## config.mk

```make
export PLATFORM = sky130hd
export DESIGN_NAME = alu_share_arbiter_flat
export DESIGN_NICKNAME = d
export VERILOG_FILES = /design/src/rtl/alu_pkg.sv /design/src/rtl/alu_share_arbiter_if.sv /design/src/rtl/ALU.sv /design/src/rtl/alu_share_arbiter.sv /design/src/flat_wrapper.sv
export SDC_FILE = /design/constraint.sdc
export NUM_CORES = 1
export LEC_CHECK = 0
export ABC_AREA = 1
export CORE_ASPECT_RATIO = 0.9
export CORE_MARGIN = 2
export CORE_UTILIZATION = 44
export DETAILED_ROUTE_END_ITERATION = 8
export HOLD_SLACK_MARGIN = 0.15
export PLACE_DENSITY = 0.72
export SLEW_MARGIN = 20
export SYNTH_ARGS = -nofsm -noshare
export SYNTH_HDL_FRONTEND = slang
export SYNTH_SLANG_ARGS = --single-unit
```

## constraint.sdc

```tcl
create_clock -name clk -period 9.2 [get_ports clk]
set_input_delay 1.38 -clock clk [delete_from_list [all_inputs] [get_ports clk]]
set_output_delay 1.38 -clock clk [all_outputs]
set_load 0.01 [all_outputs]
```

## src/rtl/alu_pkg.sv

```systemverilog
// ALU opcode encodings and shared typedefs for the shared-ALU arbiter.
package alu_pkg;

  typedef logic [3:0] alu_op_t;
  typedef logic [0:0] alu_req_id_t;

  localparam alu_op_t ALU_ADD  = 4'b0000;
  localparam alu_op_t ALU_SUB  = 4'b1000;
  localparam alu_op_t ALU_SLL  = 4'b0001;
  localparam alu_op_t ALU_SLT  = 4'b0010;
  localparam alu_op_t ALU_SLTU = 4'b0011;
  localparam alu_op_t ALU_XOR  = 4'b0100;
  localparam alu_op_t ALU_SRL  = 4'b0101;
  localparam alu_op_t ALU_SRA  = 4'b1101;
  localparam alu_op_t ALU_OR   = 4'b0110;
  localparam alu_op_t ALU_AND  = 4'b0111;

endpackage

```

## src/rtl/alu_share_arbiter_if.sv

```systemverilog
// Two-port request bus plus tagged response channel of the shared ALU.
interface alu_share_arbiter_if
  import alu_pkg::*;
#(
  parameter int WIDTH = 32
);

  logic [1:0]            req_valid;
  logic [1:0]            req_ready;
  logic [1:0][WIDTH-1:0] req_a;
  logic [1:0][WIDTH-1:0] req_b;
  alu_op_t [1:0]         req_op;
  logic                  rsp_valid;
  logic                  rsp_ready;
  logic [WIDTH-1:0]      rsp_data;
  alu_req_id_t           rsp_id;

  modport master (
    output req_valid, req_a, req_b, req_op, rsp_ready,
    input  req_ready, rsp_valid, rsp_data, rsp_id
  );

  modport slave (
    input  req_valid, req_a, req_b, req_op, rsp_ready,
    output req_ready, rsp_valid, rsp_data, rsp_id
  );

endinterface

```

## src/rtl/ALU.sv

```systemverilog
// Combinational RV32I integer ALU; undefined opcodes produce zero.
module ALU
  import alu_pkg::*;
#(
  parameter int WIDTH = 32
) (
  input  logic [WIDTH-1:0] A,
  input  logic [WIDTH-1:0] B,
  input  alu_op_t          ALUOp,
  output logic [WIDTH-1:0] ALURes
);

  logic signed [WIDTH-1:0] a_s;
  logic signed [WIDTH-1:0] b_s;
  logic [4:0]              shamt;

  assign a_s   = A;
  assign b_s   = B;
  assign shamt = B[4:0];

  always_comb begin
    ALURes = '0;
    case (ALUOp)
      ALU_ADD:  ALURes = A + B;
      ALU_SUB:  ALURes = A - B;
      ALU_SLL:  ALURes = A << shamt;
      ALU_SLT:  ALURes = {{(WIDTH-1){1'b0}}, (a_s < b_s)};
      ALU_SLTU: ALURes = {{(WIDTH-1){1'b0}}, (A < B)};
      ALU_XOR:  ALURes = A ^ B;
      ALU_SRL:  ALURes = A >> shamt;
      ALU_SRA:  ALURes = a_s >>> shamt;
      ALU_OR:   ALURes = A | B;
      ALU_AND:  ALURes = A & B;
      default:  ALURes = '0;
    endcase
  end

endmodule

```

## src/rtl/alu_share_arbiter.sv

```systemverilog
// Round-robin sharing of one ALU between two requesters, one registered
// result slot tagged with the winning port, saturating per-port grant counters.
module alu_share_arbiter
  import alu_pkg::*;
#(
  parameter int WIDTH = 32,
  parameter int CNT_W = 16
) (
  input  logic                clk,
  input  logic                rst_n,
  alu_share_arbiter_if.slave  bus,
  output logic [CNT_W-1:0]    grant_cnt0,
  output logic [CNT_W-1:0]    grant_cnt1
);

  function automatic logic [CNT_W-1:0] sat_inc(input logic [CNT_W-1:0] v);
    return (&v) ? v : v + CNT_W'(1);
  endfunction

  logic             can_accept;
  logic             gnt_vld;
  logic             hs;
  alu_req_id_t      gnt_id;
  alu_req_id_t      prio;
  logic [WIDTH-1:0] alu_a;
  logic [WIDTH-1:0] alu_b;
  alu_op_t          alu_op;
  logic [WIDTH-1:0] alu_res;

  logic             rsp_valid_p1;
  logic [WIDTH-1:0] rsp_data_p1;
  alu_req_id_t      rsp_id_p1;
  logic [CNT_W-1:0] cnt0_p1;
  logic [CNT_W-1:0] cnt1_p1;

  // Stage 0: arbitration, handshake and operand mux into the ALU
  always_comb begin
    can_accept    = !rsp_valid_p1 || bus.rsp_ready;
    gnt_vld       = 1'b0;
    gnt_id        = '0;
    if (&bus.req_valid) begin
      gnt_vld = 1'b1;
      gnt_id  = prio;
    end else if (bus.req_valid[0]) begin
      gnt_vld = 1'b1;
      gnt_id  = 1'b0;
    end else if (bus.req_valid[1]) begin
      gnt_vld = 1'b1;
      gnt_id  = 1'b1;
    end
    // rst_n gates ready so nothing is accepted in a reset cycle
    hs            = gnt_vld && can_accept && rst_n;
    bus.req_ready = '0;
    if (hs) bus.req_ready[gnt_id] = 1'b1;
  end

  assign alu_a  = bus.req_a[gnt_id];
  assign alu_b  = bus.req_b[gnt_id];
  assign alu_op = bus.req_op[gnt_id];

  ALU #(.WIDTH(WIDTH)) u_alu (
    .A      (alu_a),
    .B      (alu_b),
    .ALUOp  (alu_op),
    .ALURes (alu_res)
  );

  // Stage 1: result register, rotation pointer, grant counters
  always_ff @(posedge clk) begin
    if (!rst_n) begin
      rsp_valid_p1 <= 1'b0;
      rsp_data_p1  <= '0;
      rsp_id_p1    <= '0;
      prio         <= '0;
      cnt0_p1      <= '0;
      cnt1_p1      <= '0;
    end else if (hs) begin
      rsp_valid_p1 <= 1'b1;
      rsp_data_p1  <= alu_res;
      rsp_id_p1    <= gnt_id;
      prio         <= ~gnt_id;
      if (gnt_id == 1'b0) cnt0_p1 <= sat_inc(cnt0_p1);
      else                cnt1_p1 <= sat_inc(cnt1_p1);
    end else if (bus.rsp_ready && rsp_valid_p1) begin
      rsp_valid_p1 <= 1'b0;
    end
  end

  assign bus.rsp_valid = rsp_valid_p1;
  assign bus.rsp_data  = rsp_data_p1;
  assign bus.rsp_id    = rsp_id_p1;
  assign grant_cnt0    = cnt0_p1;
  assign grant_cnt1    = cnt1_p1;

endmodule

```

## src/flat_wrapper.sv

```systemverilog
// flat-port wrapper written by rule: the top's interface ports become plain ports
module alu_share_arbiter_flat import alu_pkg::*;
#(
  parameter int WIDTH = 32,
  parameter int CNT_W = 16
)
  (clk, rst_n, grant_cnt0, grant_cnt1, bus_req_valid, bus_req_a, bus_req_b, bus_req_op, bus_rsp_ready, bus_req_ready, bus_rsp_valid, bus_rsp_data, bus_rsp_id);
  alu_share_arbiter_if #(.WIDTH(WIDTH)) bus_i ();
  input  logic clk;
  input  logic rst_n;
  output logic [CNT_W-1:0] grant_cnt0;
  output logic [CNT_W-1:0] grant_cnt1;
  input wire logic [$bits(bus_i.req_valid)-1:0] bus_req_valid;
  input wire logic [$bits(bus_i.req_a)-1:0] bus_req_a;
  input wire logic [$bits(bus_i.req_b)-1:0] bus_req_b;
  input wire logic [$bits(bus_i.req_op)-1:0] bus_req_op;
  input wire logic [$bits(bus_i.rsp_ready)-1:0] bus_rsp_ready;
  output wire logic [$bits(bus_i.req_ready)-1:0] bus_req_ready;
  output wire logic [$bits(bus_i.rsp_valid)-1:0] bus_rsp_valid;
  output wire logic [$bits(bus_i.rsp_data)-1:0] bus_rsp_data;
  output wire logic [$bits(bus_i.rsp_id)-1:0] bus_rsp_id;
  assign bus_i.req_valid = bus_req_valid;
  assign bus_i.req_a = bus_req_a;
  assign bus_i.req_b = bus_req_b;
  assign bus_i.req_op = bus_req_op;
  assign bus_i.rsp_ready = bus_rsp_ready;
  assign bus_req_ready = bus_i.req_ready;
  assign bus_rsp_valid = bus_i.rsp_valid;
  assign bus_rsp_data = bus_i.rsp_data;
  assign bus_rsp_id = bus_i.rsp_id;
  alu_share_arbiter #(.WIDTH(WIDTH), .CNT_W(CNT_W)) u_core (.clk(clk), .rst_n(rst_n), .bus(bus_i), .grant_cnt0(grant_cnt0), .grant_cnt1(grant_cnt1));
endmodule
```

* Word level (Yosys, flattened, before mapping)
Cells that the tools add are included.
Storage, ports and cells: bits of input ports 141, bits in registers 67, output and inout bits 68
Operators by class: shift-type cells 3, bitwise gates (word level) 6, reduce and logical (&&, ||, !) cells 13, equality and inequality tests 9, multiplexer cells 17, add/subtract/negate cells 4, magnitude comparators 4
Operators with widths (number):
- $pmux W32 S10 | 1
- $mux W32 | 4
- $lt A32 B32 Y1 | 2
- $add A16 B1 Y16 const B | 2
- $add A32 B32 Y32 | 1
- $and A32 B32 Y32 | 1
- $or A32 B32 Y32 | 1
- $reduce_and A16 Y1 | 2
- $shl A32 B5 Y32 | 1
- $shr A32 B5 Y32 | 1
- $sshr A32 B5 Y32 | 1
- $sub A32 B32 Y32 | 1
- $xor A32 B32 Y32 | 1
- $eq A4 B3 Y1 const B | 4
- $eq A4 B2 Y1 const B | 2
- $eq A4 B4 Y1 const B | 2
- $mux W1 | 8
- $mux W4 | 2
- $reduce_and A3 Y1 | 2
- $eq A4 B1 Y1 const B | 1
- $logic_and A1 B1 Y1 | 4
- $logic_not A4 Y1 | 1
- $not A1 Y1 | 3
- $lt A1 B2 Y1 const B | 1
- other kinds (7) | 7

* Longest topological paths before layout
depth after elaboration 8, mapped depth 28, gate-level depth less buffers 25

* Hierarchy
A second synthesis with hierarchy kept.
Second synthesis, totals: cell total of the unflattened synthesis 2783, area, all modules 14069.7 µm²
By module, submodules not included:
- ALU | sequential area each 0.0 µm², cells an instance 2101, area an instance 10118.5 µm², times used 1
- alu_share_arbiter | sequential area each 1341.3 µm², cells an instance 682, area an instance 3951.3 µm², times used 1

* Least setup slack after synthesis
Ideal clock, no wire load.
path kind input -> register, from input bus_req_valid[0], to register u_core.rsp_data_p1[16] (netlist: u_core.bus.rsp_data[16]), arrival 4187 ps, stages 22, setup slack 4881 ps, path buffers 5, library setup time 132 ps, cells stage by stage nand2_4 -> nand2_4 -> buf_8 -> buf_6 -> buf_4 -> clkbuf_1 -> o21ai_0 -> ha_1 -> clkbuf_1 -> inv_1 -> nor2_1 -> nand2_1 -> o21ai_0 -> nand2_1 -> nand2_1 -> nand2_1 -> a21oi_1 -> nor2_1 -> a21oi_1 -> nand2_1 -> nand2_1 -> a21oi_1
Between the ends: word-level cells in the longest chain between the ends 6, elaborated cells on any way between the ends 32, classes of those cells add/sub (2); eq/ne (9); shift (3); mux (11); bitwise (3); reduce/logical (4)
Ends and longest elaborated chain:
- start: declaration | line flat_wrapper.sv:13 | input wire logic [$bits(bus_i.req_valid)-1:0] bus_req_valid;
- $mux W1 / $reduce_and A2 Y1 (equally long branches) | line alu_share_arbiter.sv:44, alu_share_arbiter.sv:41
- $mux W1 | line alu_share_arbiter.sv:41 | if (&bus.req_valid) begin
- $mux W32 (not written as such), or another cell as far along (2 in a row) | line alu_share_arbiter.sv:57 | assign alu_a = bus.req_a[gnt_id];
- $sub A32 B32 Y32, or another cell as far along | line ALU.sv:25 | ALU_SUB: ALURes = A - B;
- $pmux W32 S10 | line ALU.sv:23 | case (ALUOp)
- end signal: assignment | line alu_share_arbiter.sv:79 | rsp_data_p1 <= alu_res;
- end: declaration | line alu_share_arbiter.sv:31 | logic [WIDTH-1:0] rsp_data_p1;
Parallel ways exist; a longest one is shown, timed or not. The select of a mux whose other input is x is not followed. A chain may end at the register's enable or synchronous reset.

* Worst setup path after layout
from input bus_req_valid[0], to register u_core.rsp_data_p1[5] (netlist: u_core.bus.rsp_data[5])
The elaborated chain is that of the path after synthesis.

==> metrics.md <==
| Metric | Value |
|---|---|
| Status | `complete, no violations` |
| Vias in the first global route | `between 15k and 20k` |
| Vias per inst | `6.08` |
| Post-Syn Instances | `approximately 2.6k` |
| Core Box Area | `about 31000 um^2` |
| Final Max Slew Viols | `0` |
| Worst Max-Slew Pin Slew | `around 1100 ps` |
| Grt total ovfl | `0` |
| Worst vdd ir | `approximately 0.14 mV` |
| Top delay family on crit path | `simple AND/OR/NAND/NOR gates` |
| Area leader, netlist | `nand2_1` |
| GRT Total Usage | `0.448` |
| Post-synth cell types | `between 50 and 60` |
| CTS tree | `yes` |
| Final setup viols | `0` |
| Hold Crit Class | `reg -> reg` |
| Critical path depth | `19` |
| #FFs+latches synth | `67` |
| Adder-cell share of the synthesized area | `0.0968` |
| Mapped cell area | `about 14000 um^2` |
| Synth Area in Compound Gates | `0.157` |
| Final Core Density | `0.526` |
| Final critical-path required period | `6830 ps` |
| WHS Endpoint | `u_core.bus.rsp_data[24]` |
| IO Count | `~210` |
| Row cnt | `slightly above 60` |
| R2r worst-path depth | `19` |
| Max incr delay on CP | `between 700 and 800 ps` |
| Syn avg cell area | `between 5 and 6 um^2` |
| Fmax | `roughly 0.15 GHz` |
| Clock buffer count from CTS | `9` |
| Asr flop ratio synth | `0` |
| Post-synthesis mux area share | `0` |
| Antenna violations before repair | `2` |
| Post-CTS Resized | `0` |
| Type of element capturing the critical path | `flop` |
| Wire per inst | `around 24 um` |
| DIE AREA | `32600 um^2` |
| Reg-to-reg endpoint | `u_core.bus.rsp_data[5]` |
| Largest net degree at the start of global routing | `74` |
| FF-to-FF Start | `u_core.prio` |
| Vias post-DR | `19.1k` |
| Share of the yosys chip area belonging to registers | `0.0977` |
| Post-DRT Antenna Nets | `0` |
| Commonest cells post-synth | `790 x nand2_1, 426 x nand3_1, 322 x inv_1` |
| Setup crit start kind | `input pin` |
| Number of synthesized flops with an enable pin | `0` |
| Critical path type | `in -> reg` |
| Top_reg_cell synth | `dfxtp_1` |
| H-tree lvl count | `3` |
| Worst hold stages | `2` |
| Synth area leaders | `nand2_1 22%, nand3_1 16%, dfxtp_1 9.8%, ha_1 9.4%, inv_1 8.8%` |
| Layout area overhead | `18.1%` |
| Cell with the most instances after synthesis | `nand2_1` |
| Critical Path, Cell by Cell | `clkdlybuf4s50_1 -> nand2_4 -> nand2_4 -> o21ai_4 -> buf_4 -> ha_1 -> inv_1 -> nand2_1 -> nand3_1 -> nand2_1 -> nand2_1 -> xor2_1 -> nor2_1 -> nor3_1 -> nand2_1 -> a21oi_1 -> nand2_1 -> nand2_1 -> a21oi_1` |
| Synth top area share | `0.216` |
| PD cells | `127 nW/um^2` |
| CTS sink cnt | `67` |
| Root Driver | `clkbuf_16` |
| Clk_lat worst skew | `roughly 340 ps` |
| DRC Markers | `0` |
| Setup repair bufs after CTS | `0` |
| RSZ-0062 raised after global routing | `false` |
| MaxCap Viol Count | `0` |
| Final period util | `0.743` |
| Detailed-route wire length | `around 75 mm` |
| Simple-Gate Fraction of Synth Area | `0.507` |
| Rel. slew slack | `0.259` |
| CP required | `around 9400 ps` |
| Port-buffer cells | `approximately 210` |
| Nets | `about 3k` |
| Detail Placement HPWL | `between 60 and 70 mm` |
| Final Hold Fails | `0` |
| Layout Skew | `between 8 and 9 ps` |
| Main combinational cell family by area after synthesis | `simple AND/OR/NAND/NOR gates` |
| Initial Utilization | `0.445` |
| Hold Startpoint | `u_core.bus.rsp_data[24]` |
| Arrival @ worst endpoint | `approximately 7000 ps` |
| First-pass DRT Iterations | `6` |
| Hold_buf cts | `0` |
| Synth warn | `0` |
| Die width | `~190 um` |
| Longest Clk Path Bufs | `2` |
| Worst path bufs/invs | `3` |
| R2R Setup Slk | `approximately 3500 ps` |
| Cell mode on critical path | `nand2_1` |
| Leakage Power | `a little under 8 nW` |
| Initial DRC Count | `approximately 3.3k` |
| GPL Wtd Cong | `roughly 1.1` |
| CP Max Fanout | `39` |
| Share of cells above drive strength 1 | `0.0385` |
| Syn_nets | `approximately 2.8k` |
| CTS clk-pin slew, worst paths | `roughly 60 ps` |
| TNS Setup | `0 ps` |
| First-pass GRT wire length | `between 100 and 150 mm` |
| Worst path slowest cell | `o21ai_4` |
| Die Height | `172 um` |
| Post-Synth XOR/XNOR Area | `0.00510` |
worst min-delay path: cells and delay by family, from the launching register on:
family	cells	cell delay, ps
compound gates	1	50
flops	1	310
simple gates	1	60
sequential cells by signal, summed over array words and instances (netlist names):
signal and count:
u_core.prio 1, u_core.bus.rsp_data 32, u_core.grant_cnt1 16, u_core.bus.rsp_id 1, u_core.bus.rsp_valid 1, u_core.grant_cnt0 16
through the flow:
stage	instances	total power [mW]	worst slack, ps	hold WS, ps	area (um^2)
6_report	3139	2.06	2370	466	16200
2_1_floorplan	2594	1.13	4880	490	13700
3_5_place_dp	3122	1.61	2400	457	15900
3_3_place_gp	3122	1.61	2500	452	15900
5_1_grt	3138	2.16	2170	491	16200
4_1_cts	3138	1.98	2730	466	16200
layout by cell type (no fill, tap or decap), types with 31 or more instances in the layout:
cell type,n
ha_1,103
a21oi_1,160
dfxtp_1,67
nand3b_1,31
nand4_1,33
nor3_1,38
nand3_1,426
o21ai_0,130
nor2_1,197
nand2_1,790
inv_1,322
clkdlybuf4s50_1,208
area by class of cell:
class                           count  area [um^2]
Fill cell                        3226        14600
Timing Repair Buffer              227         2240
Antenna cell                        1         2.50
Clock buffer                       10          229
Tap cell                          409          512
Multi-Input combinational cell   2081        10500
Sequential cell                    67         1340
Inverter                          338         1270
Clock inverter                      6         90.1
worst max-delay path by stage:
stage,start,to
after floorplan,bus_req_valid[0],u_core.bus.rsp_data[16]
after global placement,bus_req_valid[0],u_core.bus.rsp_data[5]
after detailed placement,bus_req_valid[0],u_core.bus.rsp_data[5]
after CTS,bus_req_valid[0],u_core.bus.rsp_data[5]
after global routing,bus_req_valid[0],u_core.bus.rsp_data[28]
final,bus_req_valid[0],u_core.bus.rsp_data[5]
cell families (layout without fill, tap and decap cells):
logic type	Yosys count	in the layout
AOI/OAI and AO/OA	392	392
adders and majority gates	105	105
xor gates and xnor gates	8	8
and+or+nand+nor	1576	1576
other	0	1
DFF	67	67
buffers and inverters	446	581
where the power goes:
group	leakage, nW	total, mW	switching (mW)	internal, mW
registers	0.543	0.313	0.0103	0.303
logic	7.19	1.37	0.980	0.387
clock network	0.153	0.375	0.137	0.238
total	7.89	2.06	1.13	0.928
routing by layer:
| layer | GRT usage | up-vias | share of wire |
|---|---|---|---|
| met5 | 0 | - | 0.00017 |
| met4 | 0.202 | 2 | 0.052 |
| met3 | 0.138 | 192 | 0.15 |
| met2 | 0.639 | 1497 | 0.39 |
| met1 | 0.614 | 8673 | 0.41 |
| li1 | - | 8734 | - |
(Power assumes the default switching activity.)
